## src/rtl/mult_seq.sv

```systemverilog
// Sequential shift-add multiplier: one adder iterated WIDTH times, start/done handshake,
// signed or unsigned operands chosen per operation, product split into HI/LO.
module mult_seq #(
   parameter int unsigned WIDTH = 32
) (
   input  logic             CLK,
   input  logic             RST,
   input  logic             START,
   input  logic             SIGNED,
   input  logic [WIDTH-1:0] A,
   input  logic [WIDTH-1:0] B,
   output logic             BUSY,
   output logic             DONE,
   output logic [WIDTH-1:0] HI,
   output logic [WIDTH-1:0] LO
);

   localparam int unsigned CW = $clog2(WIDTH + 1);
   localparam int unsigned PW = 2 * WIDTH;

   typedef enum logic [1:0] {
      S_IDLE = 2'd0,
      S_CALC = 2'd1,
      S_FIX  = 2'd2
   } state_e;

   state_e           state_q, state_d;
   logic [CW-1:0]    cnt_q, cnt_d;
   logic [WIDTH:0]   p_q, p_d;
   logic [WIDTH-1:0] m_q, m_d;
   logic [WIDTH-1:0] q_q, q_d;
   logic             neg_q, neg_d;
   logic [WIDTH-1:0] hi_q, hi_d;
   logic [WIDTH-1:0] lo_q, lo_d;
   logic             busy_q, busy_d;
   logic             done_q, done_d;

   logic [WIDTH:0]   add_v;
   logic [PW-1:0]    raw_v;
   logic [PW-1:0]    res_v;

   // State register
   always_ff @(posedge CLK) begin
      if (RST) begin
         state_q <= S_IDLE;
      end else begin
         state_q <= state_d;
      end
   end

   // Next-state logic
   always_comb begin
      state_d = state_q;
      case (state_q)
         S_IDLE:  if (START) state_d = S_CALC;
         S_CALC:  if (cnt_q == CW'(1)) state_d = S_FIX;
         S_FIX:   state_d = S_IDLE;
         default: state_d = S_IDLE;
      endcase
   end

   // Datapath and output next values
   always_comb begin
      cnt_d  = cnt_q;
      p_d    = p_q;
      m_d    = m_q;
      q_d    = q_q;
      neg_d  = neg_q;
      hi_d   = hi_q;
      lo_d   = lo_q;
      done_d = 1'b0;
      busy_d = (state_d != S_IDLE);

      add_v = q_q[0] ? (p_q + {1'b0, m_q}) : p_q;
      raw_v = {p_q[WIDTH-1:0], q_q};
      res_v = neg_q ? (PW'(0) - raw_v) : raw_v;

      case (state_q)
         S_IDLE: begin
            if (START) begin
               // Operate on magnitudes; the sign is re-applied once in FIX
               m_d   = (SIGNED && A[WIDTH-1]) ? (WIDTH'(0) - A) : A;
               q_d   = (SIGNED && B[WIDTH-1]) ? (WIDTH'(0) - B) : B;
               neg_d = SIGNED & (A[WIDTH-1] ^ B[WIDTH-1]);
               p_d   = '0;
               cnt_d = CW'(WIDTH);
            end
         end
         S_CALC: begin
            p_d   = {1'b0, add_v[WIDTH:1]};
            q_d   = {add_v[0], q_q[WIDTH-1:1]};
            cnt_d = cnt_q - CW'(1);
         end
         S_FIX: begin
            hi_d   = res_v[PW-1:WIDTH];
            lo_d   = res_v[WIDTH-1:0];
            done_d = 1'b1;
         end
         default: ;
      endcase
   end

   always_ff @(posedge CLK) begin
      if (RST) begin
         cnt_q  <= '0;
         p_q    <= '0;
         m_q    <= '0;
         q_q    <= '0;
         neg_q  <= 1'b0;
         hi_q   <= '0;
         lo_q   <= '0;
         busy_q <= 1'b0;
         done_q <= 1'b0;
      end else begin
         cnt_q  <= cnt_d;
         p_q    <= p_d;
         m_q    <= m_d;
         q_q    <= q_d;
         neg_q  <= neg_d;
         hi_q   <= hi_d;
         lo_q   <= lo_d;
         busy_q <= busy_d;
         done_q <= done_d;
      end
   end

   assign BUSY = busy_q;
   assign DONE = done_q;
   assign HI   = hi_q;
   assign LO   = lo_q;

endmodule
```

## config.mk

```make
export PLATFORM = sky130hd
export DESIGN_NAME = mult_seq
export DESIGN_NICKNAME = d
export VERILOG_FILES = /design/src/rtl/mult_seq.sv
export SDC_FILE = /design/constraint.sdc
export NUM_CORES = 1
export LEC_CHECK = 0
export ABC_AREA = 1
export CAP_MARGIN = 10
export CORE_ASPECT_RATIO = 0.9
export CORE_MARGIN = 2
export CORE_UTILIZATION = 63
export DETAILED_ROUTE_END_ITERATION = 8
export GPL_ROUTABILITY_DRIVEN = 1
export PLACE_DENSITY = 0.95
export SLEW_MARGIN = 5
export SYNTH_ARGS = -nofsm -noshare
export SYNTH_HDL_FRONTEND = slang
export SYNTH_SLANG_ARGS = --single-unit
export TNS_END_PERCENT = 10
```

## constraint.sdc

```tcl
create_clock -name CLK -period 3.7 [get_ports CLK]
set_input_delay 0.555 -clock CLK [delete_from_list [all_inputs] [get_ports CLK]]
set_output_delay 0.555 -clock CLK [all_outputs]
set_load 0.01 [all_outputs]
```

After elaboration in Yosys (flattened, before gate mapping)
Cells that the tools add are included.
{ "word_totals": {"word_cells": 42, "reg_bits": 172, "input_bits": 68, "out_inout_bits": 66} }
{ "op_classes": {"reduce_logical": 7, "addsub": 5, "eq_ne": 4, "n_bitwise": 2, "n_mux": 14} }
{ "op_table": {"columns": ["operator", "n"], "rows": [
  ["32-bit 2-to-1 mux", 3],
  ["33-bit 2-to-1 mux", 2],
  ["33-bit case mux with 2 select lines", 1],
  ["64-bit 2-to-1 mux", 1],
  ["32-bit case mux with 2 select lines", 1],
  ["1-bit by 32-bit subtractor with 32-bit output, first input constant", 2],
  ["1-bit by 64-bit subtractor with 64-bit output, first input constant", 1],
  ["33-bit by 32-bit adder with 33-bit output", 1],
  ["6-bit case mux with 2 select lines", 1],
  ["6-bit by 1-bit equality test with 1-bit output, second input constant", 1],
  ["6-bit 2-to-1 mux", 1],
  ["6-bit by 1-bit subtractor with 6-bit output, second input constant", 1],
  ["2-bit 2-to-1 mux", 2],
  ["2-bit case mux with 2 select lines", 1],
  ["2-bit AND reduction", 2],
  ["2-bit nonzero test", 2],
  ["2-bit by 1-bit equality test with 1-bit output, second input constant", 1],
  ["2-bit equality test, second input constant", 1],
  ["1-bit logical AND", 2],
  ["2-bit zero test", 1],
  ["2-bit inequality test, second input constant", 1],
  ["1-bit AND", 1],
  ["1-bit 2-to-1 mux", 1],
  ["1-bit bitwise XOR", 1]
]} }

Depth between registers and ports, before layout
Gate-level depths: netlist of run 1.
{ "depth": {"ltp_word": 4, "mapped_depth": 16, "depth_no_buf": 15} }

Worst setup path before layout of run 1
No wires, ideal clock.
{ "synth_timing": {"kind": "reg2reg", "startpoint": "register q_q[0]", "endpoint": "register hi_q[8], in the netlist HI[8]", "setup_time_ns": 0.113, "arrival_ns": 2.095, "n_path_buf": 2, "path_stages_with_launch": 16, "period_less_slack_ns": 2.208, "required_time_ns": 3.587, "slack_ns": 1.492, "cell_sequence": "dfxtp_1 buf_2 clkinv_4 clkbuf_1 ha_1 inv_2 nor3_4 nand2_4 o21ai_4 nand2_4 nor2_4 nand3_1 nand2_1 nand2_1 o21ai_1 inv_1"} }
{ "synth_via": {"elab_chain_len": 2} }
{ "synth_lines": {"columns": ["element", "line_no", "rtl"], "rows": [
  ["start, declared", "31", "logic [WIDTH-1:0] q_q, q_d;"],
  ["start signal, assigned", "118", "q_q <= q_d;"],
  ["1-bit by 64-bit subtractor with 64-bit output", "76", "res_v = neg_q ? (PW'(0) - raw_v) : raw_v;"],
  ["64-bit 2-to-1 mux", "76", null],
  ["end signal, assigned", "120", "hi_q <= hi_d;"],
  ["end, declared", "33", "logic [WIDTH-1:0] hi_q, hi_d;"]
]} }
Every way passes these cells.
A chain may end at the register's enable or synchronous reset.

Worst setup path after layout of run 1
{ "layout_timing": {"startpoint": "register neg_q", "endpoint": "register lo_q[14], in the netlist LO[14]"} }
{ "layout_via": {"elab_chain_len": 1} }
{ "layout_lines": {"columns": ["element", "line_no", "rtl"], "rows": [
  ["start, declared", "32", "logic neg_q, neg_d;"],
  ["start signal, assigned", "119", "neg_q <= neg_d;"],
  ["64-bit 2-to-1 mux", "76", null],
  ["end signal, assigned", "121", "lo_q <= lo_d;"],
  ["end, declared", "34", "logic [WIDTH-1:0] lo_q, lo_d;"]
]} }
Every way passes these cells.

==> summary.md, run 1 <==
| Metric | Value |
|---|---|
| Post-route clock period utilization | `69.9%` |
| Hold-fix buffer count after cts | `0` |
| Gpl congestion | `1.03` |
| Post-CTS sizing | `0` |
| Clock sink count | `171` |
| IO Port Bufs | `133` |
| Worst setup EP type | `flip-flop` |
| Clk slew on worst S/H paths | `0.07 ns` |
| Syn avg cell area | `5.86 um^2` |
| Pwr per Cell Area | `364 nW/um^2` |
| Initial antenna violation count | `0` |
| Tmin final | `2.59 ns` |
| Synth Cell Area | `12800 um^2` |
| Count of different cell masters after synthesis | `48` |
| EDFF count, synth | `0` |
| Outcome | `finished, final reports clean` |
| Number of global-route vias before repair | `13.4k` |
| Slowest cell on the critical path | `clkinv_1` |
| Max_slew headroom | `33.7%` |
| Setup CP Type | `flip-flop to flip-flop` |
| Core footprint | `20000 um^2` |
| Boundary Pins | `134` |
| #FFs+latches synth | `171` |
| Nets@finish | `2383` |
| Per-cell routed wire length | `16.9 um` |
| Gr usage total | `39.7%` |
| Worst path required time | `4.10 ns` |
| R2R depth | `6` |
| Final Skew | `0.00960 ns` |
| Syn_nets | `2297` |
| Top-count cell post-synth | `nand2_1` |
| Vias per std cell | `5.86` |
| Dominant cells by area after synthesis | `dfxtp_1 (27%), nand2_1 (17%), inv_1 (9.1%)` |
| Later-pin clock latency in the skew report | `0.45 ns` |
| Vias | `14.9k` |
| Top FF cell, synth | `dfxtp_1` |
| PnR Total Power | `5.42 mW` |
| Largest net degree at the start of global routing | `116` |
| Total CTS buffers | `17` |
| Slew @ Worst Pin | `0.993 ns` |
| Critical Path Start Type | `flip-flop` |
| Syn Inst Count | `2191` |
| Antenna-violating nets left | `0` |
| Clock root buffer | `clkbuf_16` |
| Share of layout cells above drive strength 1 | `3.97%` |
| Die X | `154 um` |
| First-pass GRT wire length | `68.9 mm` |
| Crit-path cells | `clkinv_1 > a31oi_1 > a21oi_1 > o21ai_0 > nand2_1 > inv_1` |
| Ys Warns | `0` |
| Crit Path Max Fanout | `26` |
| Pins Over Slew Limit | `0` |
| CTS tree | `yes` |
| Clock buffer depth | `2` |
| Hold Crit Class | `flip-flop to flip-flop` |
| Hold depth | `2` |
| Area growth syn-to-layout | `15.7%` |
| Initial core utilization | `64.3%` |
| 1st-pass router iterations | `8` |
| H-tree Lvls | `4` |
| Post-route DRC violation count | `0` |
| Worst path arrival time | `2.98 ns` |
| RSZ-0062 raised after global routing | `no` |
| Post-synthesis sequential area ratio | `26.7%` |
| Max_cap viols | `0` |
| Synth cell count leaders | `nand2_1 (590), inv_1 (311), nor2_1 (301)` |
| DRT iter0 DRCs | `1712` |
| Routed WL | `43.1 mm` |
| Async SR Flop Fraction | `0%` |
| Post-CTS setup buffers | `0` |
| N_diodes | `0` |
| Final setup fails | `0` |
| Leakage power | `6.94 nW` |
| Max Clock Freq | `387 MHz` |
| Post-DP HPWL | `32.7 mm` |
| Die span in y | `139 um` |
| Die area | `21500 um^2` |
| Dominant cell type by area after synthesis | `dfxtp_1` |
| Setup TNS | `0 ns` |
| Final global-route overflow total | `0` |
| Worst path max stage delay | `0.87 ns` |
| FP Rows | `49` |
| Max rail drop VDD | `0.325 mV` |
| Hold Violations, Final | `0` |
| Area fraction of the dominant cell type after synthesis | `26.7%` |
-- kinds of logic after synthesis --
kind of cell             count (synthesis)  synth area share (%)
AND/OR/NAND/NOR                       1158                  37.8
buffers and inverters                  394                  12.0
AO/OA/AOI/OAI                          377                  16.2
flip-flops                             171                  26.7
XOR/XNOR                                53                  3.61
adder cells (fa/ha/maj)                 38                  3.76
-- registers in the layout, indices dropped and copies added, names as in the netlist --
name     flops
DONE         1
cnt_q        6
HI          32
BUSY         1
q_q         32
state_q      2
m_q         32
LO          32
neg_q        1
p_q         32
-- through the flow --
step | cell area (um^2) | worst slack, ns | util, % | hold slack, ns | cells
3_3_place_gp | 14300 | 1.06 | 71.4 | 0.451 | 2513
2_1_floorplan | 12800 | 1.49 | - | 0.435 | 2191
5_1_grt | 14900 | 0.960 | 74.4 | 0.506 | 2545
4_1_cts | 14900 | 1.20 | 74.4 | 0.474 | 2545
6_report | 14900 | 1.11 | 74.4 | 0.476 | 2545
3_5_place_dp | 14300 | 0.950 | 71.4 | 0.466 | 2513
-- layout make-up --
class | count | area (um^2)
Sequential cell | 171 | 3420
Clock buffer | 19 | 443
Timing Repair Buffer | 144 | 1440
Fill cell | 1662 | 5120
Inverter | 317 | 1190
Clock inverter | 13 | 154
Multi-Input combinational cell | 1626 | 7890
Tap cell | 255 | 319
-- critical path, delay by kind of cell, from the launching register on --
kind,cells,cell delay [ns]
AND/OR/NAND/NOR,1,0.12
buffers and inverters,2,0.94
AO/OA/AOI/OAI,3,0.76
flip-flops,1,0.71
-- path summary, 6_finish.rpt --
path              endpoint  slack [ns]   start
setup reg to reg    LO[14]        1.11   neg_q
hold / removal       LO[1]        0.48  q_q[1]
hold reg to reg      LO[1]        0.48  q_q[1]
setup / recovery    LO[14]        1.11   neg_q
-- cell usage in the layout, fill, tap and decap left out, types with 3 or more instances in the layout --
cell / synthesis / layout
buf_4: 1 / 10
a31oi_1: 17 / 17
clkbuf_16: 0 / 17
nand3b_1: 6 / 6
nor2_4: 4 / 6
nand2_1: 590 / 590
dfxtp_1: 171 / 170
nor2_1: 301 / 298
or2_2: 8 / 8
o211ai_1: 23 / 23
inv_1: 311 / 310
nand3_1: 163 / 163
o221ai_1: 4 / 4
o22ai_1: 3 / 3
o21bai_1: 3 / 3
nand4_1: 40 / 40
clkinvlp_4: 0 / 3
inv_2: 4 / 5
a22oi_1: 17 / 17
o21ai_1: 15 / 15
nand2_2: 7 / 7
a21oi_1: 180 / 180
o21ai_0: 106 / 106
nor2_2: 10 / 11
xnor2_1: 13 / 13
inv_6: 0 / 4
clkdlybuf4s50_1: 0 / 132
xor2_1: 40 / 40
nand2_4: 3 / 3
ha_1: 37 / 37
nor3_1: 20 / 20
-- power by group --
part	internal [mW]	switching (mW)	total [mW]
clock network	1.03	0.851	1.88
registers	1.94	0.150	2.09
logic	0.486	0.958	1.44
-- metal layers --
| metal | wire length, um | global-route usage [%] | vias to the layer above |
|---|---|---|---|
| met3 | 5870 | 9.78 | 103 |
| li1 | - | - | 7202 |
| met2 | 17800 | 59.2 | 934 |
| met4 | 1180 | 11.7 | 0 |
| met1 | 18300 | 56.7 | 6667 |
| met5 | 0 | 0 | - |
(Power assumes the default switching activity.)
==> run 2, diff against run 1 <==
--- a/config.mk
+++ b/config.mk
@@ -9,10 +9,10 @@
 export CAP_MARGIN = 10
 export CORE_ASPECT_RATIO = 0.9
 export CORE_MARGIN = 2
-export CORE_UTILIZATION = 63
+export CORE_UTILIZATION = 58
 export DETAILED_ROUTE_END_ITERATION = 8
 export GPL_ROUTABILITY_DRIVEN = 1
-export PLACE_DENSITY = 0.95
+export PLACE_DENSITY = 0.93
 export SLEW_MARGIN = 5
 export SYNTH_ARGS = -nofsm -noshare
 export SYNTH_HDL_FRONTEND = slang
==> constraint.sdc (replaced) <==
create_clock -name CLK -period 2.5 [get_ports CLK]
set_input_delay 0.375 -clock CLK [delete_from_list [all_inputs] [get_ports CLK]]
set_output_delay 0.375 -clock CLK [all_outputs]
set_load 0.01 [all_outputs]
==> summary.md, run 2 (synthesized netlist as in run 1, its figures left out) <==
| Metric | Value |
|---|---|
| Outcome | `finished, final reports clean` |
| Met2 Usage GRT | `54.2% (-5.0 points)` |
| Critical Path Start Type | `flip-flop` |
| 1st-pass router iterations | `6 (-2)` |
| PnR Total Power | `8.00 mW (+48%)` |
| RSZ-0062 raised after global routing | `no` |
| Die span in y | `145 um (+4.1%)` |
| Pins Over Slew Limit | `0 (unchanged)` |
| Total CTS buffers | `17 (unchanged)` |
| Share of layout cells above drive strength 1 | `4.56% (+0.58 points)` |
| Clock buffer depth | `2 (unchanged)` |
| Pwr per Cell Area | `532 nW/um^2 (+46%)` |
| Post-route DRC violation count | `0 (unchanged)` |
| Nets@finish | `2397 (+0.59%)` |
| N_diodes | `0 (unchanged)` |
| Clk slew on worst S/H paths | `0.07 ns (about the same)` |
| Final global-route overflow total | `0 (unchanged)` |
| Vias per std cell | `5.66 (-3.4%)` |
| Slew @ Worst Pin | `1.01 ns (+0.0214 ns)` |
| DRT iter0 DRCs | `1620 (-5.4%)` |
| Worst path required time | `2.80 ns (-1.30 ns)` |
| Clock sink count | `171 (unchanged)` |
| Largest net degree at the start of global routing | `116 (unchanged)` |
| Max rail drop VDD | `0.496 mV (+53%)` |
| IO Port Bufs | `133 (unchanged)` |
| Setup CP Type | `flip-flop to flip-flop` |
| Multi-input logic area | `7900 um^2 (about the same)` |
| Register area | `3420 um^2 (unchanged)` |
| Clock root buffer | `clkbuf_16` |
| Area growth syn-to-layout | `17.1%` |
| Crit Path Max Fanout | `7 (-73%)` |
| Final Cell Area | `15000 um^2 (+1.2%)` |
| Most frequent cells in the layout | `nand2_1 (590), inv_1 (310), nor2_1 (298)` |
| FP Rows | `51 (+4.1%)` |
| Post-DP HPWL | `34.0 mm (+3.8%)` |
| Post-route clock period utilization | `91.3% (+21 points)` |
| Worst setup EP type | `flip-flop` |
| Die X | `161 um (+4.1%)` |
| Slowest cell on the critical path | `dfxtp_1` |
| Max_cap viols | `0 (unchanged)` |
| Boundary Pins | `134 (unchanged)` |
| Grt met3 use | `8.09% (-1.7 points)` |
| Routed WL | `43.7 mm (+1.2%)` |
| Post-Route Utilization | `69.3% (-5.1 points)` |
| Max_slew headroom | `32.3% (-1.4 points)` |
| Later-pin clock latency in the skew report | `0.44 ns (about the same)` |
| Antenna-violating nets left | `0 (unchanged)` |
| Die area | `23300 um^2 (+8.4%)` |
| Crit-path cells | `ha_1 > inv_1 > nand2_1 > nand3_1 > nand2_1 > nand2_1 > nand2_1 > nand2_1 > nand2_1 > nand2_1 > nand3_1 > nand2_1 > a21oi_1` |
| GRT busiest layer | `met2` |
| H-tree Lvls | `4 (unchanged)` |
| Final setup fails | `0 (unchanged)` |
| R2R depth | `13 (+7)` |
| Worst path arrival time | `2.58 ns (-0.40 ns)` |
| Gr usage total | `36.5% (-3.1 points)` |
| Setup TNS | `0 ns (unchanged)` |
| Hold depth | `4 (+2)` |
| Gpl congestion | `0.995 (-3.2%)` |
| Tmin final | `2.28 ns (-0.304 ns)` |
| Commonest non-fill, non-tap cell in the layout | `nand2_1` |
| Max Clock Freq | `438 MHz (+13%)` |
| Final Skew | `0.0110 ns (+0.00144 ns)` |
| Leakage power | `7.03 nW (+1.2%)` |
| First-pass GRT wire length | `68.3 mm (-0.93%)` |
| Hold Violations, Final | `0 (unchanged)` |
| Initial core utilization | `59.2% (-5.1 points)` |
| Most used cell, CP | `nand2_1` |
| Hold_ws | `0.360 ns (-0.116 ns)` |
| Hold Crit Class | `primary input to flip-flop` |
| Vias | `14.7k (-1.5%)` |
| Fillers | `2057 (+24%)` |
| Number of global-route vias before repair | `13.1k (-2.1%)` |
| Worst path max stage delay | `0.61 ns (-0.26 ns)` |
| Cell Area, Placed | `14400 um^2 (+1.2%)` |
| Initial antenna violation count | `0 (unchanged)` |
| Core footprint | `21700 um^2 (+8.6%)` |
| Per-cell routed wire length | `16.8 um (-0.74%)` |
| Met1 Use GR | `53.0% (-3.7 points)` |
| CTS tree | `yes` |
[run 2: path summary, 6_finish.rpt]
path | from | slack [ns] | to
hold reg to reg | q_q[1] | 0.48 | LO[1]
hold / removal | RST | 0.36 | HI[4]
setup reg to reg | p_q[2] | 0.22 | p_q[20]
setup / recovery | p_q[2] | 0.22 | p_q[20]
[run 2: worst max-delay path: cells and delay by family, from the launching register on]
kind | cells | cell delay (ns)
buffers and inverters | 1 | 0.10
adder cells (fa/ha/maj) | 1 | 0.39
AND/OR/NAND/NOR | 10 | 0.98
flip-flops | 1 | 0.61
AO/OA/AOI/OAI | 1 | 0.06
[run 2: through the flow]
step                      cells  setup slack (ns)
after floorplan            2191             0.292
final                      2595             0.217
after CTS                  2595             0.272
after detailed placement   2563            0.0492
after global placement     2563             0.165
after global routing       2595            0.0205
[run 2: what timing repair did]
| action | 4_1_cts | 5_1_grt |
|---|---|---|
| resized for setup | 0 | 1 |
| setup endpoints to repair | 0 | 1 |
| hold buffers | 0 | 0 |
| setup buffers | 0 | 0 |
[run 2: power by group]
part	total, mW	internal [mW]	switching (mW)
registers	3.07	2.87	0.196
clock network	2.74	1.50	1.24
logic	2.19	0.743	1.44
total	8.00	5.12	2.88
[run 2: final cells by class]
| type | instances | area share [%] |
|---|---|---|
| multi-input cells | 1626 | 52.5 |
| flip-flops and latches | 171 | 22.8 |
| repair buffers | 158 | 10.4 |
| inverters | 317 | 7.95 |
| clock buffers | 19 | 2.88 |
| well taps | 291 | 2.42 |
| clock inverters | 13 | 1.05 |
[run 2: routing by layer]
layer	wire length [um]	vias up
met5	0	-
met4	1040	0
met3	4620	80
met2	18400	730
met1	19600	6636
li1	-	7241
